<file path="src/rtl/des_round_seq.sv">
// Control sequencer for an iterative DES round engine. It walks one block through
// load, NUM_ROUNDS Feistel rounds and a final permutation, and drives the key-schedule rotations.
module des_round_seq #(
  parameter int NUM_ROUNDS = 16
) (
  input  logic       clk,
  input  logic       rst_n,
  input  logic       in_valid,
  input  logic       in_mode,
  output logic       in_ready,
  input  logic       abort,
  output logic       dp_load,
  output logic       dp_round_en,
  output logic [3:0] dp_round_idx,
  output logic [1:0] ks_shift,
  output logic       ks_dir,
  output logic       dp_final,
  output logic       out_valid,
  input  logic       out_ready,
  output logic       out_mode,
  output logic       busy
);

  typedef enum logic [2:0] {IDLE, LOAD, ROUND, FINAL, DONE} state_t;

  localparam logic [3:0] LAST_IDX = 4'(NUM_ROUNDS - 1);

  state_t     state, state_nxt;
  logic [3:0] cnt, cnt_nxt;
  logic       mode_q, mode_nxt;

  // Decryption rotates right and skips the rotate on the first round, since
  // the schedule starts from the same C/D that encryption ends with.
  function automatic logic [1:0] shift_amt(input logic dec, input logic [3:0] idx);
    logic single;
    single = (idx == 4'd0) || (idx == 4'd1) || (idx == 4'd8) || (idx == 4'd15);
    if (dec && idx == 4'd0)
      return 2'd0;
    return single ? 2'd1 : 2'd2;
  endfunction

  always_ff @(posedge clk) begin
    if (!rst_n) begin
      state  <= IDLE;
      cnt    <= 4'd0;
      mode_q <= 1'b0;
    end else begin
      state  <= state_nxt;
      cnt    <= cnt_nxt;
      mode_q <= mode_nxt;
    end
  end

  always_comb begin
    state_nxt = state;
    cnt_nxt   = cnt;
    mode_nxt  = mode_q;
    case (state)
      IDLE: begin
        if (in_valid) begin
          state_nxt = LOAD;
          cnt_nxt   = 4'd0;
          mode_nxt  = in_mode;
        end
      end
      LOAD:  state_nxt = ROUND;
      ROUND: begin
        cnt_nxt = cnt + 4'd1;
        if (cnt == LAST_IDX)
          state_nxt = FINAL;
      end
      FINAL: state_nxt = DONE;
      DONE: begin
        if (out_ready)
          state_nxt = IDLE;
      end
      default: state_nxt = IDLE;
    endcase
    // Abort overrides everything, including an accept or a DONE handshake.
    if (abort) begin
      state_nxt = IDLE;
      cnt_nxt   = 4'd0;
    end
  end

  always_comb begin
    in_ready     = 1'b0;
    dp_load      = 1'b0;
    dp_round_en  = 1'b0;
    dp_round_idx = 4'd0;
    ks_shift     = 2'd0;
    ks_dir       = 1'b0;
    dp_final     = 1'b0;
    out_valid    = 1'b0;
    out_mode     = 1'b0;
    busy         = (state != IDLE);
    case (state)
      IDLE: in_ready = 1'b1;
      LOAD: begin
        dp_load = 1'b1;
        ks_dir  = mode_q;
      end
      ROUND: begin
        dp_round_en  = 1'b1;
        dp_round_idx = cnt;
        ks_shift     = shift_amt(mode_q, cnt);
        ks_dir       = mode_q;
      end
      FINAL: dp_final = 1'b1;
      DONE: begin
        out_valid = 1'b1;
        out_mode  = mode_q;
      end
      default: ;
    endcase
  end

endmodule

</file>
<file path="config.mk">
export PLATFORM = sky130hd
export DESIGN_NAME = des_round_seq
export DESIGN_NICKNAME = d
export VERILOG_FILES = /design/src/rtl/des_round_seq.sv
export SDC_FILE = /design/constraint.sdc
export NUM_CORES = 1
export LEC_CHECK = 0
export ABC_AREA = 1
export CAP_MARGIN = 20
export CORE_AREA = 2 2 39 41
export DETAILED_ROUTE_END_ITERATION = 7
export DIE_AREA = 0 0 41 43
export GPL_TIMING_DRIVEN = 0
export PLACE_DENSITY_LB_ADDON = 0.08
export SLEW_MARGIN = 25
export SYNTH_ARGS = -nofsm -noshare
export SYNTH_HDL_FRONTEND = slang
export SYNTH_SLANG_ARGS = --single-unit
export TNS_END_PERCENT = 20
</file>
<file path="constraint.sdc">
create_clock -name clk -period 2.1 [get_ports clk]
set_input_delay 0.42 -clock clk [delete_from_list [all_inputs] [get_ports clk]]
set_output_delay 0.42 -clock clk [all_outputs]
set_load 0.02 [all_outputs]
</file>
; After elaboration in Yosys (flattened, before gate mapping)
; Cells that the tools add are included.
[classes]
reduce_logical = 13
bitwise_logic = 1
mux = 20
n_addsub = 1
eq_ne = 10
[op_table]
columns = operator, count
row1 = $pmux 3 s5, 1
row2 = $mux 1, 9
row3 = $mux 3, 3
row4 = $eq 4x4->1 const B, 2
row5 = $mux 2, 4
row6 = $mux 4, 2
row7 = $pmux 4 s2, 1
row8 = $eq 3x2->1 const B, 2
row9 = $ne 2x2->1 const B, 3
row10 = $add 4x1->4 const B, 1
row11 = $eq 4x1->1 const B, 1
row12 = $logic_not 4->1, 1
row13 = $reduce_and 2->1, 2
row14 = $reduce_or 2->1, 2
row15 = $eq 3x1->1 const B, 1
row16 = $eq 3x3->1 const B, 1
row17 = $logic_not 3->1, 1
row18 = $logic_or 1x1->1, 3
row19 = $reduce_and 3->1, 1
row20 = $reduce_bool 3->1, 1
row21 = $reduce_bool 2->1, 1
row22 = $logic_and 1x1->1, 1
row23 = $not 1->1, 1
[word_totals]
in_bits = 6
output_inout_bits = 14
word_cells = 48
regBits = 8

; Depth between registers and ports, before layout
[logic_depth]
word_depth = 7
mapped_depth = 6
mapped_depth_nobuf = 6

; Worst setup path before layout
; Ideal clock, no wire load.
[synth_timing]
path_type = flip-flop to output port
from = register state[1]
to = output out_mode
n_path_buf = 1
required_time_ns = 1.680
slack_ns = 0.535
arrival_time_ns = 1.145
path_stages_with_launch = 3
cell_sequence = dfxtp_1 > buf_2 > nor4_1
[synth_via]
elab_chain_len = 2
[synth_rtl]
columns = item, line
row1 = start: declaration, 28  ; state_t state, state_nxt;
row2 = start signal: assignment, 48  ; state <= state_nxt;
row3 = $eq 3x3->1, 97  ; case (state)
row4 = $mux 1, 97
row5 = end: declaration, 20  ; output logic out_mode,
; Every way passes these cells.

; Final worst setup path
[layout_timing]
from = register state[0]
to = output dp_round_en
[layout_via]
elab_chain_len = 2
[layout_rtl]
columns = item, line
row1 = $eq 3x2->1, 97
row2 = $mux 1, 97
row3 = end: declaration, 13  ; output logic dp_round_en,
; Every way passes these cells.

==> out/results.txt <==
final critical-path required period -> 2.02 ns
Post-Place Cell Area -> 734 um2
Seq/Total Area, Yosys -> 0.305
area of the multi-input gates -> 295 um2
clk sinks -> 8
Setup crit end kind -> output pin
Clock Path Buffers -> 2
DIE WIDTH -> 41 um
Layout Skew -> 0.00816 ns
number of instances in the placed design -> 114
Routed WL -> 1.11 mm
grt ovf -> 0
fill count -> 146
#FFs+latches synth -> 8
WP data arrival -> 1.60 ns
Worst Path Max Fanout -> 6
CTS tree -> yes
worst setup margin -> 0.0844 ns
first drt pass iteration count -> 2
mean area per synthesized cell -> 6.64 um2
Initial Util -> 0.379
Final Setup Violations -> 0
YS warnings -> 0
XOR/XNOR share of the synthesized area -> 0
Detailed Route Iter0 Violations -> 1
Synth Area in Simple Gates -> 0.389
via-per-instance ratio -> 4.50
number of global-route vias before repair -> 445
post-synthesis compound-gate area fraction -> 0.103
Req. time, crit path -> 1.68 ns
Worst Setup Start Kind -> flip-flop
Die Footprint -> 1760 um2
Pwr per Cell Area -> 443 nW/um2
global-route usage over all layers -> 0.150
Hold-fix buffers, CTS -> 0
Least-Margin Pin Slew -> 0.271 ns
CTS Root Cell -> clkbuf_4
Die Ht -> 43 um
R2R cell count -> 5
Cells after Synth -> 79
Hold Vio Cnt, Final -> 0
main combinational cell family by area after synthesis -> simple AND/OR/NAND/NOR gates
Synthesized Nets -> 88
DRT antenna net count -> 0
DP Wirelength -> 874 um
reg-to-reg startpoint -> state[1]
Hold Path Class -> flip-flop to flip-flop
Mapped Area -> 524 um2
end of the worst register-to-register path -> cnt[0]
final worst path period share -> 0.960
vias post-DR -> 526
IO Count -> 20
Max-Cap Viols -> 0
peak supply drop -> 0.277 mV
Post-Synth Adder-Cell Area -> 0.0716
post-CTS setup buffers -> 0
RSZ-0062 raised after global routing -> false
Row Count -> 14
drt wl/cell -> 9.47 um
synthesis-to-finish area growth -> 44.2%
fmax -> 496 MHz
clock slew seen by the registers of the worst setup and hold paths -> 0.06 ns
first-pass GRT wire length -> 1.79 mm
n_diodes -> 0
LEAKAGE -> 0.000355 uW
Yosys cell types -> 19
NumNets Final -> 112
GPL Wtd Cong -> 0.753
core area -> 1380 um2
design area -> 756 um2
port bufs -> 19
worst skew pair latency -> 0.25 ns
Crit Path Category -> flip-flop to output pin
share of post-route cells with drive strength above 1 -> 0.178
reg-to-reg slack, setup -> 0.98 ns
CP startpoint -> state[0]
Slew headroom -> 0.819
Post-Layout Cell Count -> 117
largest net degree at the start of global routing -> 11
Worst Hold Depth -> 2
core occupancy in the finished layout -> 0.546
status -> complete, no violations
H-tree Lvls -> 1
Max Slew Vio Count -> 0
setup TNS -> 0 ns
Reg area -> 161 um2
initial antenna violation count -> 0
DRC Markers -> 0
mux cell area share after synthesis -> 0
Setup WS pre-CTS -> 0.0507 ns
end of the critical path -> dp_round_en
CTS Buf Count -> 3
registers in the layout, summed over array words and instances, names as in the netlist:
name    flops
cnt         4
mode_q      1
state       3
area by class of cell:
cell class / count / area share
Buffer: 2 / 0.0215
Tap cell: 16 / 0.0265
Timing Repair Buffer: 19 / 0.248
Clock buffer: 3 / 0.0298
Inverter: 14 / 0.0695
Multi-Input combinational cell: 55 / 0.391
Sequential cell: 8 / 0.214
layout by cell type, fill, tap and decap left out:
cell             instances
nand3_1                 12
nor2_1                  12
clkdlybuf4s50_1         10
inv_1                    9
nand2_1                  8
dfxtp_1                  7
dlygate4sd2_1            6
inv_2                    5
a21oi_1                  5
o21ai_1                  3
ha_1                     3
clkbuf_4                 3
nor2_2                   2
nand2_2                  2
nand4_1                  2
nand3_2                  2
dlymetal6s2s_1           2
buf_2                    1
buf_6                    1
nor3_1                   1
nor4_1                   1
a21oi_2                  1
o21ai_0                  1
dfxtp_2                  1
clkdlybuf4s15_1          1
worst min path at each step:
stage / from / to / slack, ns
after floorplan: mode_q / mode_q / 0.45
after global placement: mode_q / mode_q / 0.48
after detailed placement: mode_q / mode_q / 0.48
after CTS: mode_q / mode_q / 0.49
after global routing: mode_q / mode_q / 0.52
final: mode_q / mode_q / 0.48
cell usage after synthesis:
| library cell | instances | area share |
|---|---|---|
| a21oi_1 | 5 | 0.048 |
| o21ai_1 | 3 | 0.029 |
| nand2_1 | 8 | 0.057 |
| nand2_2 | 2 | 0.024 |
| nor3_1 | 1 | 0.0095 |
| buf_2 | 1 | 0.0095 |
| o21ai_0 | 1 | 0.0095 |
| buf_6 | 1 | 0.021 |
| a21oi_2 | 1 | 0.017 |
| ha_1 | 3 | 0.072 |
| inv_2 | 5 | 0.036 |
| nor2_2 | 2 | 0.024 |
| nand3_1 | 12 | 0.11 |
| nand3_2 | 2 | 0.038 |
| nor4_1 | 1 | 0.012 |
| inv_1 | 9 | 0.064 |
| nor2_1 | 12 | 0.086 |
| nand4_1 | 2 | 0.024 |
| dfxtp_1 | 8 | 0.31 |
report_power, final:
group          total, uW  internal, uW  switching (uW)  leakage, uW
clock                118          65.4            52.4    0.0000138
sequential           158           155            2.94    0.0000653
combinational       58.9          27.2            31.7     0.000276
routing by layer:
layer | GRT usage | vias to the layer above | part of all wire
met5 | 0 | - | 0
met4 | 0.120 | 0 | 0.027
met3 | 0.0157 | 4 | 0.045
met2 | 0.194 | 13 | 0.41
met1 | 0.213 | 208 | 0.52
li1 | - | 301 | -
per-stage QoR:
step                hold WS [ns]  power, uW
CTS                        0.486        342
floorplan                  0.455        195
global placement           0.480        222
finish                     0.482        335
detailed placement         0.477        221
global route               0.515        353
critical path, cell delays in order, from the launching register on:
cell,delay [ns]
dfxtp_1,0.36
nor2_2,0.19
nand2_2,0.10
inv_2,0.09
clkdlybuf4s50_1,0.60
cells by family (layout without fill, tap and decap cells):
logic type,after synthesis,after routing
buf+inv,16,38
fa+ha+maj,3,3
simple gates,42,42
compound gates,10,10
flops,8,8
what timing repair did:
action | CTS | global route
gates cloned | 0 | 0
endpoints found under the setup margin | 7 | 4
gates resized for setup | 7 | 4
pin swaps | 0 | 0
Note: power is estimated with default switching activity, not from simulation.
